<file path="src/rtl/uart_pkg.sv">
// Shared UART command types: command codes, ASCII constants, receiver/parser state encodings.
// Latency: n/a (types and a pure decode function); backpressure: n/a.
package uart_pkg;

  typedef enum logic [2:0] {
    CMD_FORWARD = 3'd0,
    CMD_LEFT    = 3'd1,
    CMD_RIGHT   = 3'd2,
    CMD_REVERSE = 3'd3,
    CMD_STOP    = 3'd4,
    CMD_HOLD    = 3'd5
  } cmd_t;

  typedef enum logic [2:0] {
    R_IDLE,
    R_START,
    R_DATA,
    R_STOP,
    R_WAIT_HIGH
  } rxState_t;

  typedef enum logic {
    P_WAIT_CMD,
    P_WAIT_CR
  } parseState_t;

  typedef struct packed {
    logic ok;
    cmd_t code;
  } cmdDec_t;

  localparam logic [7:0] ASCII_CR = 8'h0D;
  localparam logic [7:0] ASCII_LF = 8'h0A;
  localparam logic [7:0] ASCII_F  = 8'h46;
  localparam logic [7:0] ASCII_L  = 8'h4C;
  localparam logic [7:0] ASCII_R  = 8'h52;
  localparam logic [7:0] ASCII_B  = 8'h42;
  localparam logic [7:0] ASCII_S  = 8'h53;
  localparam logic [7:0] ASCII_H  = 8'h48;

  // Only uppercase letters map to commands; everything else reports ok=0.
  function automatic cmdDec_t decodeCmd(input logic [7:0] b);
    cmdDec_t d;
    d.ok   = 1'b1;
    d.code = CMD_STOP;
    case (b)
      ASCII_F: d.code = CMD_FORWARD;
      ASCII_L: d.code = CMD_LEFT;
      ASCII_R: d.code = CMD_RIGHT;
      ASCII_B: d.code = CMD_REVERSE;
      ASCII_S: d.code = CMD_STOP;
      ASCII_H: d.code = CMD_HOLD;
      default: d.ok   = 1'b0;
    endcase
    return d;
  endfunction

endpackage

</file>
<file path="src/rtl/uart_rx_byte.sv">
// 8N1 byte deserializer with 16x oversampling; byteValid/frameErr pulse one clk after the stop-bit sample.
// Latency: ~9.5 bit times from start edge; backpressure: none, bytes are lost if not consumed.
module uart_rx_byte
  import uart_pkg::*;
#(
  parameter int BAUD_DIV = 325
) (
  input  logic       clk,
  input  logic       rst,
  input  logic       rxData,
  output logic       byteValid,
  output logic [7:0] byteData,
  output logic       frameErr,
  output logic       rxIdle
);

  localparam int DIV_W = $clog2(BAUD_DIV + 1);

  rxState_t         state, stateNext;
  logic             rxMeta, rxSync, rxPrev;
  logic [DIV_W-1:0] divCnt;
  logic             tick;
  logic [3:0]       tickCnt, tickNext;
  logic [2:0]       bitCnt, bitNext;
  logic [7:0]       shiftReg, shiftNext, dataNext;
  logic             byteValidNext, frameErrNext;

  assign tick   = (divCnt == DIV_W'(BAUD_DIV - 1));
  assign rxIdle = (state == R_IDLE);

  always_ff @(posedge clk) begin
    if (rst) begin
      rxMeta    <= 1'b1;
      rxSync    <= 1'b1;
      rxPrev    <= 1'b1;
      divCnt    <= '0;
      state     <= R_IDLE;
      tickCnt   <= '0;
      bitCnt    <= '0;
      shiftReg  <= '0;
      byteData  <= '0;
      byteValid <= 1'b0;
      frameErr  <= 1'b0;
    end else begin
      rxMeta    <= rxData;
      rxSync    <= rxMeta;
      rxPrev    <= rxSync;
      divCnt    <= tick ? '0 : divCnt + DIV_W'(1);
      state     <= stateNext;
      tickCnt   <= tickNext;
      bitCnt    <= bitNext;
      shiftReg  <= shiftNext;
      byteData  <= dataNext;
      byteValid <= byteValidNext;
      frameErr  <= frameErrNext;
    end
  end

  // Tick phase is free-running, so the start edge lands anywhere within a tick.
  always_comb begin
    stateNext     = state;
    tickNext      = tickCnt;
    bitNext       = bitCnt;
    shiftNext     = shiftReg;
    dataNext      = byteData;
    byteValidNext = 1'b0;
    frameErrNext  = 1'b0;
    case (state)
      R_IDLE: begin
        if (rxPrev && !rxSync) begin
          stateNext = R_START;
          tickNext  = '0;
        end
      end
      R_START: begin
        if (tick) begin
          if (tickCnt == 4'd7) begin
            tickNext  = '0;
            bitNext   = '0;
            stateNext = rxSync ? R_IDLE : R_DATA;
          end else begin
            tickNext = tickCnt + 4'd1;
          end
        end
      end
      R_DATA: begin
        if (tick) begin
          tickNext = tickCnt + 4'd1;
          if (tickCnt == 4'd15) begin
            shiftNext = {rxSync, shiftReg[7:1]};
            if (bitCnt == 3'd7) stateNext = R_STOP;
            else                bitNext   = bitCnt + 3'd1;
          end
        end
      end
      R_STOP: begin
        if (tick) begin
          tickNext = tickCnt + 4'd1;
          if (tickCnt == 4'd15) begin
            if (rxSync) begin
              byteValidNext = 1'b1;
              dataNext      = shiftReg;
              stateNext     = R_IDLE;
            end else begin
              frameErrNext = 1'b1;
              stateNext    = R_WAIT_HIGH;
            end
          end
        end
      end
      R_WAIT_HIGH: begin
        if (rxSync) stateNext = R_IDLE;
      end
      default: stateNext = R_IDLE;
    endcase
  end

endmodule

</file>
<file path="src/rtl/uart_cmd_rx.sv">
// UART command receiver: "<letter> CR" lines -> cmdValid/cmdCode; optional echo under UART_RX_ECHO_EN.
// Latency: cmdValid one clk after the CR byteValid; backpressure: none, every output is a pulse.
module uart_cmd_rx
  import uart_pkg::*;
#(
  parameter int BAUD_DIV     = 325,
  parameter int IDLE_TIMEOUT = 500000
) (
  input  logic       clk,
  input  logic       rst,
  input  logic       rxData,
  output logic       byteValid,
  output logic [7:0] byteData,
  output logic       cmdValid,
  output logic [2:0] cmdCode,
  output logic       frameErr,
  output logic       parseErr,
  output logic       echoValid,
  output logic [7:0] echoData
);

  localparam int TO_W = $clog2(IDLE_TIMEOUT + 1);

  logic        rxIdle;
  parseState_t pState, pStateNext;
  cmd_t        pendCode, pendNext, cmdCodeQ, cmdCodeNext;
  logic        cmdValidNext, parseErrNext;
  logic [TO_W-1:0] toCnt, toCntNext;
  cmdDec_t     dec;

  uart_rx_byte #(.BAUD_DIV(BAUD_DIV)) uRxByte (
    .clk       (clk),
    .rst       (rst),
    .rxData    (rxData),
    .byteValid (byteValid),
    .byteData  (byteData),
    .frameErr  (frameErr),
    .rxIdle    (rxIdle)
  );

  assign cmdCode = cmdCodeQ;
  assign dec     = decodeCmd(byteData);

  always_ff @(posedge clk) begin
    if (rst) begin
      pState   <= P_WAIT_CMD;
      pendCode <= CMD_STOP;
      cmdCodeQ <= CMD_STOP;
      cmdValid <= 1'b0;
      parseErr <= 1'b0;
      toCnt    <= '0;
    end else begin
      pState   <= pStateNext;
      pendCode <= pendNext;
      cmdCodeQ <= cmdCodeNext;
      cmdValid <= cmdValidNext;
      parseErr <= parseErrNext;
      toCnt    <= toCntNext;
    end
  end

  // The idle timer only runs while a command waits for CR and resets on any line activity.
  always_comb begin
    pStateNext   = pState;
    pendNext     = pendCode;
    cmdCodeNext  = cmdCodeQ;
    cmdValidNext = 1'b0;
    parseErrNext = 1'b0;
    toCntNext    = '0;
    case (pState)
      P_WAIT_CMD: begin
        if (byteValid) begin
          if (dec.ok) begin
            pendNext   = dec.code;
            pStateNext = P_WAIT_CR;
          end else if (byteData != ASCII_CR && byteData != ASCII_LF) begin
            parseErrNext = 1'b1;
          end
        end
      end
      P_WAIT_CR: begin
        if (frameErr) begin
          pStateNext = P_WAIT_CMD;
        end else if (byteValid) begin
          if (byteData == ASCII_CR) begin
            cmdValidNext = 1'b1;
            cmdCodeNext  = pendCode;
            pStateNext   = P_WAIT_CMD;
          end else if (byteData != ASCII_LF) begin
            parseErrNext = 1'b1;
            pStateNext   = P_WAIT_CMD;
          end
        end else if (rxIdle) begin
          if (toCnt == TO_W'(IDLE_TIMEOUT - 1)) begin
            parseErrNext = 1'b1;
            pStateNext   = P_WAIT_CMD;
          end else begin
            toCntNext = toCnt + TO_W'(1);
          end
        end
      end
      default: pStateNext = P_WAIT_CMD;
    endcase
  end

`ifdef UART_RX_ECHO_EN
  always_ff @(posedge clk) begin
    if (rst) begin
      echoValid <= 1'b0;
      echoData  <= '0;
    end else begin
      echoValid <= byteValid;
      if (byteValid) echoData <= byteData;
    end
  end
`else
  assign echoValid = 1'b0;
  assign echoData  = '0;
`endif

endmodule

</file>
<file path="config.mk">
export PLATFORM = sky130hd
export DESIGN_NAME = uart_cmd_rx
export DESIGN_NICKNAME = d
export VERILOG_FILES = /design/src/rtl/uart_pkg.sv /design/src/rtl/uart_rx_byte.sv /design/src/rtl/uart_cmd_rx.sv
export SDC_FILE = /design/constraint.sdc
export NUM_CORES = 1
export LEC_CHECK = 0
export BUFFER_PORTS_ARGS = -buffer_cell sky130_fd_sc_hd__buf_4
export CORE_ASPECT_RATIO = 0.8
export CORE_MARGIN = 8
export CORE_UTILIZATION = 40
export DETAILED_ROUTE_END_ITERATION = 16
export SKIP_CTS_REPAIR_TIMING = 1
export SYNTH_ARGS = -nofsm -noshare
export SYNTH_HDL_FRONTEND = slang
export SYNTH_SLANG_ARGS = --single-unit
</file>
<file path="constraint.sdc">
create_clock -name clk -period 1.8 [get_ports clk]
set_input_delay 0.45 -clock clk [delete_from_list [all_inputs] [get_ports clk]]
set_output_delay 0.45 -clock clk [all_outputs]
set_load 0.02 [all_outputs]
</file>
==> flow_metrics.py <==
metrics = {
    "run_status": {
        "status": "finished, violations left",
        "violations": "setup timing",
    },
    "final_layout": {
        "final_util": 0.492,
        "diodes": 0,
        "drive_gt1_frac": 0.208,
        "syn_to_final_growth_pct": 20.0,
        "fin_area_um2": 3890,
        "final_nets": 403,
    },
    "power": {
        "p_per_area_nw_per_um2": 867,
        "cellLeakagePower_nw": 1.47,
        "irDropWorstVdd_mv": 0.433,
        "power_mw": 3.38,
    },
    "setup_path": {
        "crit_chain": "ha_4, ha_4, or3b_1, a21o_1, nor4_4, nand4b_1, a21oi_1",
        "path_class": "reg2reg",
        "cp_max_fo": 6,
        "crit_top_cell": "ha_4",
        "end_kind": "flip-flop",
        "start_kind": "flip-flop",
        "cp.arrival_ns": 2.07,
        "cp.required_ns": 2.06,
        "cpMaxStageDelayCell": "or3b_1",
        "max_stage_delay_ns": 0.37,
    },
    "clock_tree": {
        "htree_num_levels": 3,
        "cts_buffer_depth": 2,
        "clk_pin_slew_ns": 0.07,
        "cts_tree": "yes",
        "cts_buffers": 9,
        "clock_sinks": 68,
        "root_buffer": "clkbuf_8",
        "clk_latency_ns": 0.34,
    },
    "logic_synthesis": {
        "synthXorXnorAreaFrac": 0.0648,
        "synth_compound_area_frac": 0.0891,
        "synthMuxAreaShare": 0.0694,
        "synth.top_cell.area_share": 0.420,
        "synth-seq-cells": 68,
        "synth_cell_type_count": 60,
        "synthSimpleGateAreaFrac": 0.288,
        "post-synth-top-area-cell": "dfxtp_1",
        "synth_edf_count": 0,
        "synth_top_family_by_area": "simple AND/OR/NAND/NOR gates",
        "yosys_most_used_dff": "dfxtp_1",
        "syn_inst": 351,
        "synth_fa_ha_area_frac": 0.0231,
        "synthArstFlopShare": 0,
        "yosysWarningCount": 0,
        "synth_seq_area_share": 0.420,
        "synthTopCellsByArea": "dfxtp_1 42%, nor2_1 7.3%, mux2i_1 6.5%",
        "avgSynthCellArea_um2": 9.24,
        "syn_area_um2": 3240,
    },
    "timing": {
        "worst_hold_slack_ns": 0.293,
        "setup_viol": 2,
        "setup_ws_ns": -0.00258,
        "final.setup_skew_ns": 0.0111,
        "drv_slew": 0,
        "fmax_mhz": 555,
        "period_share": 1.00,
        "rsz0062_at_grt": "true",
        "period_minus_slack_ns": 1.80,
        "hold_viol": 0,
    },
    "detailed_routing": {
        "antenna_left": 0,
        "drt_first_pass_iters": 4,
        "wirelength_um": 6310,
        "vias_per_cell": 4.99,
        "num_vias": 2531,
        "wl_per_cell_um": 12.5,
        "drtIter0Drc": 85,
        "drc": 0,
    },
    "floorplanning": {
        "start_util": 0.410,
        "ios": 27,
        "fp.dieW_um": 117,
        "num_rows": 29,
        "die_area_um2": 11300,
        "die_h_um": 96.5,
        "fp.coreArea_um2": 7910,
    },
    "global_routing": {
        "grt_use_met2": 0.200,
        "grt_pass1_vias": 2437,
        "grtUsageMet3": 0.0366,
        "busiest_layer": "met2",
        "antenna_found_initial": 0,
        "grt_max_degree": 23,
        "grt_use_met1": 0.147,
        "grt_overflow": 0,
        "grt_usage": 0.122,
        "grt_pass1_wl_um": 10900,
    },
    "place": {
        "io_buffers": 17,
        "place_area_um2": 3620,
        "globalplace.congestion": 0.765,
        "hpwl_um": 4650,
    },
    "hold_path": {
        "min_path_type": "in2reg",
    },
    "run": {
        "max-cap-violations": 0,
    },
}
routing by layer:
| metal | wire, um | vias up | share of wire |
|---|---|---|---|
| met5 | 0 | - | 0 |
| met3 | 266 | 9 | 0.042 |
| li1 | - | 1293 | - |
| met2 | 2910 | 37 | 0.46 |
| met4 | 92 | 0 | 0.015 |
| met1 | 3050 | 1192 | 0.48 |
cell type report:
cell class / count / area, um2
Clock inverter: 6 / 111
Clock buffer: 10 / 128
Multi-Input combinational cell: 263 / 1790
Tap cell: 108 / 135
Inverter: 8 / 30.0
Sequential cell: 68 / 1360
Fill cell: 778 / 4020
Timing Repair Buffer: 44 / 330
final timing paths:
| kind | slack (ns) | end | depth (start not counted) | startpoint |
|---|---|---|---|---|
| setup / recovery | -0.003 | uRxByte.bitCnt[0]$_SDFFE_PP0P_ | 7 | uRxByte.bitCnt[1]$_SDFFE_PP0P_ |
| hold / removal | 0.29 | uRxByte.rxMeta$_SDFF_PP1_ | 2 | rxData |
| setup reg to reg | -0.003 | uRxByte.bitCnt[0]$_SDFFE_PP0P_ | 7 | uRxByte.bitCnt[1]$_SDFFE_PP0P_ |
| hold reg to reg | 0.41 | uRxByte.rxSync$_SDFF_PP1_ | 1 | uRxByte.rxMeta$_SDFF_PP1_ |
state kept, by name, indices dropped and copies added, names as in the netlist, 4 cells and up:
name,flops
toCnt,19
uRxByte.divCnt,9
uRxByte.byteData,8
uRxByte.shiftReg,8
uRxByte.tickCnt,4
critical path, delay by kind of cell, from the launching register on:
| family | cells | cell delay (ns) |
|---|---|---|
| simple gates | 3 | 0.77 |
| flops | 1 | 0.34 |
| compound gates | 2 | 0.32 |
| fa+ha+maj | 2 | 0.30 |
where the power goes:
group	leakage [nW]	switching (mW)	internal [mW]
clock	0.117	0.573	0.923
sequential	0.550	0.0391	1.52
combinational	0.803	0.180	0.137
cells in the mapped netlist, drive strengths merged, types with 6 or more instances:
cell    instances
dfxtp          68
mux2i          21
nand2b         11
xor2           16
nor3            8
nand4          10
xnor2           8
clkbuf          6
buf            14
ha              6
and3            9
nand2          17
nand3          14
nor2           64
a21oi          10
inv             8
metrics by stage:
step,TNS (ns),cells,worst slack [ns]
floorplan,0,359,0.0106
global placement,-0.134,491,-0.0484
detailed placement,-0.406,491,-0.156
CTS,-0.428,507,-0.160
global route,-0.592,507,-0.133
finish,-0.00379,507,-0.00258
cells in the final DEF (no fill, tap or decap), types with 3 or more instances in the layout:
master      n
a21oi_1    10
a31oi_1     3
nand3_1    12
bufinv_16   3
nand4_1     9
nand3b_1    4
nor2_1     62
mux2i_1    21
nor3_1      8
conb_1      9
dfxtp_1    66
inv_1       8
nor2b_1     3
xnor2_1     8
nor4b_1     4
or2_2       5
nor4_1      3
buf_4      44
clkbuf_8    9
and3_1      9
ha_1        4
nand2b_1   11
xor2_1     16
nand2_1    17
kinds of logic after synthesis:
kind of cell / after synthesis
AND/OR/NAND/NOR: 168
flip-flops: 68
AO/OA/AOI/OAI: 34
buffers and inverters: 28
XOR/XNOR: 24
multiplexers: 22
adder cells (fa/ha/maj): 6
other: 1
No activity file was read; power rests on OpenSTA's default activity.
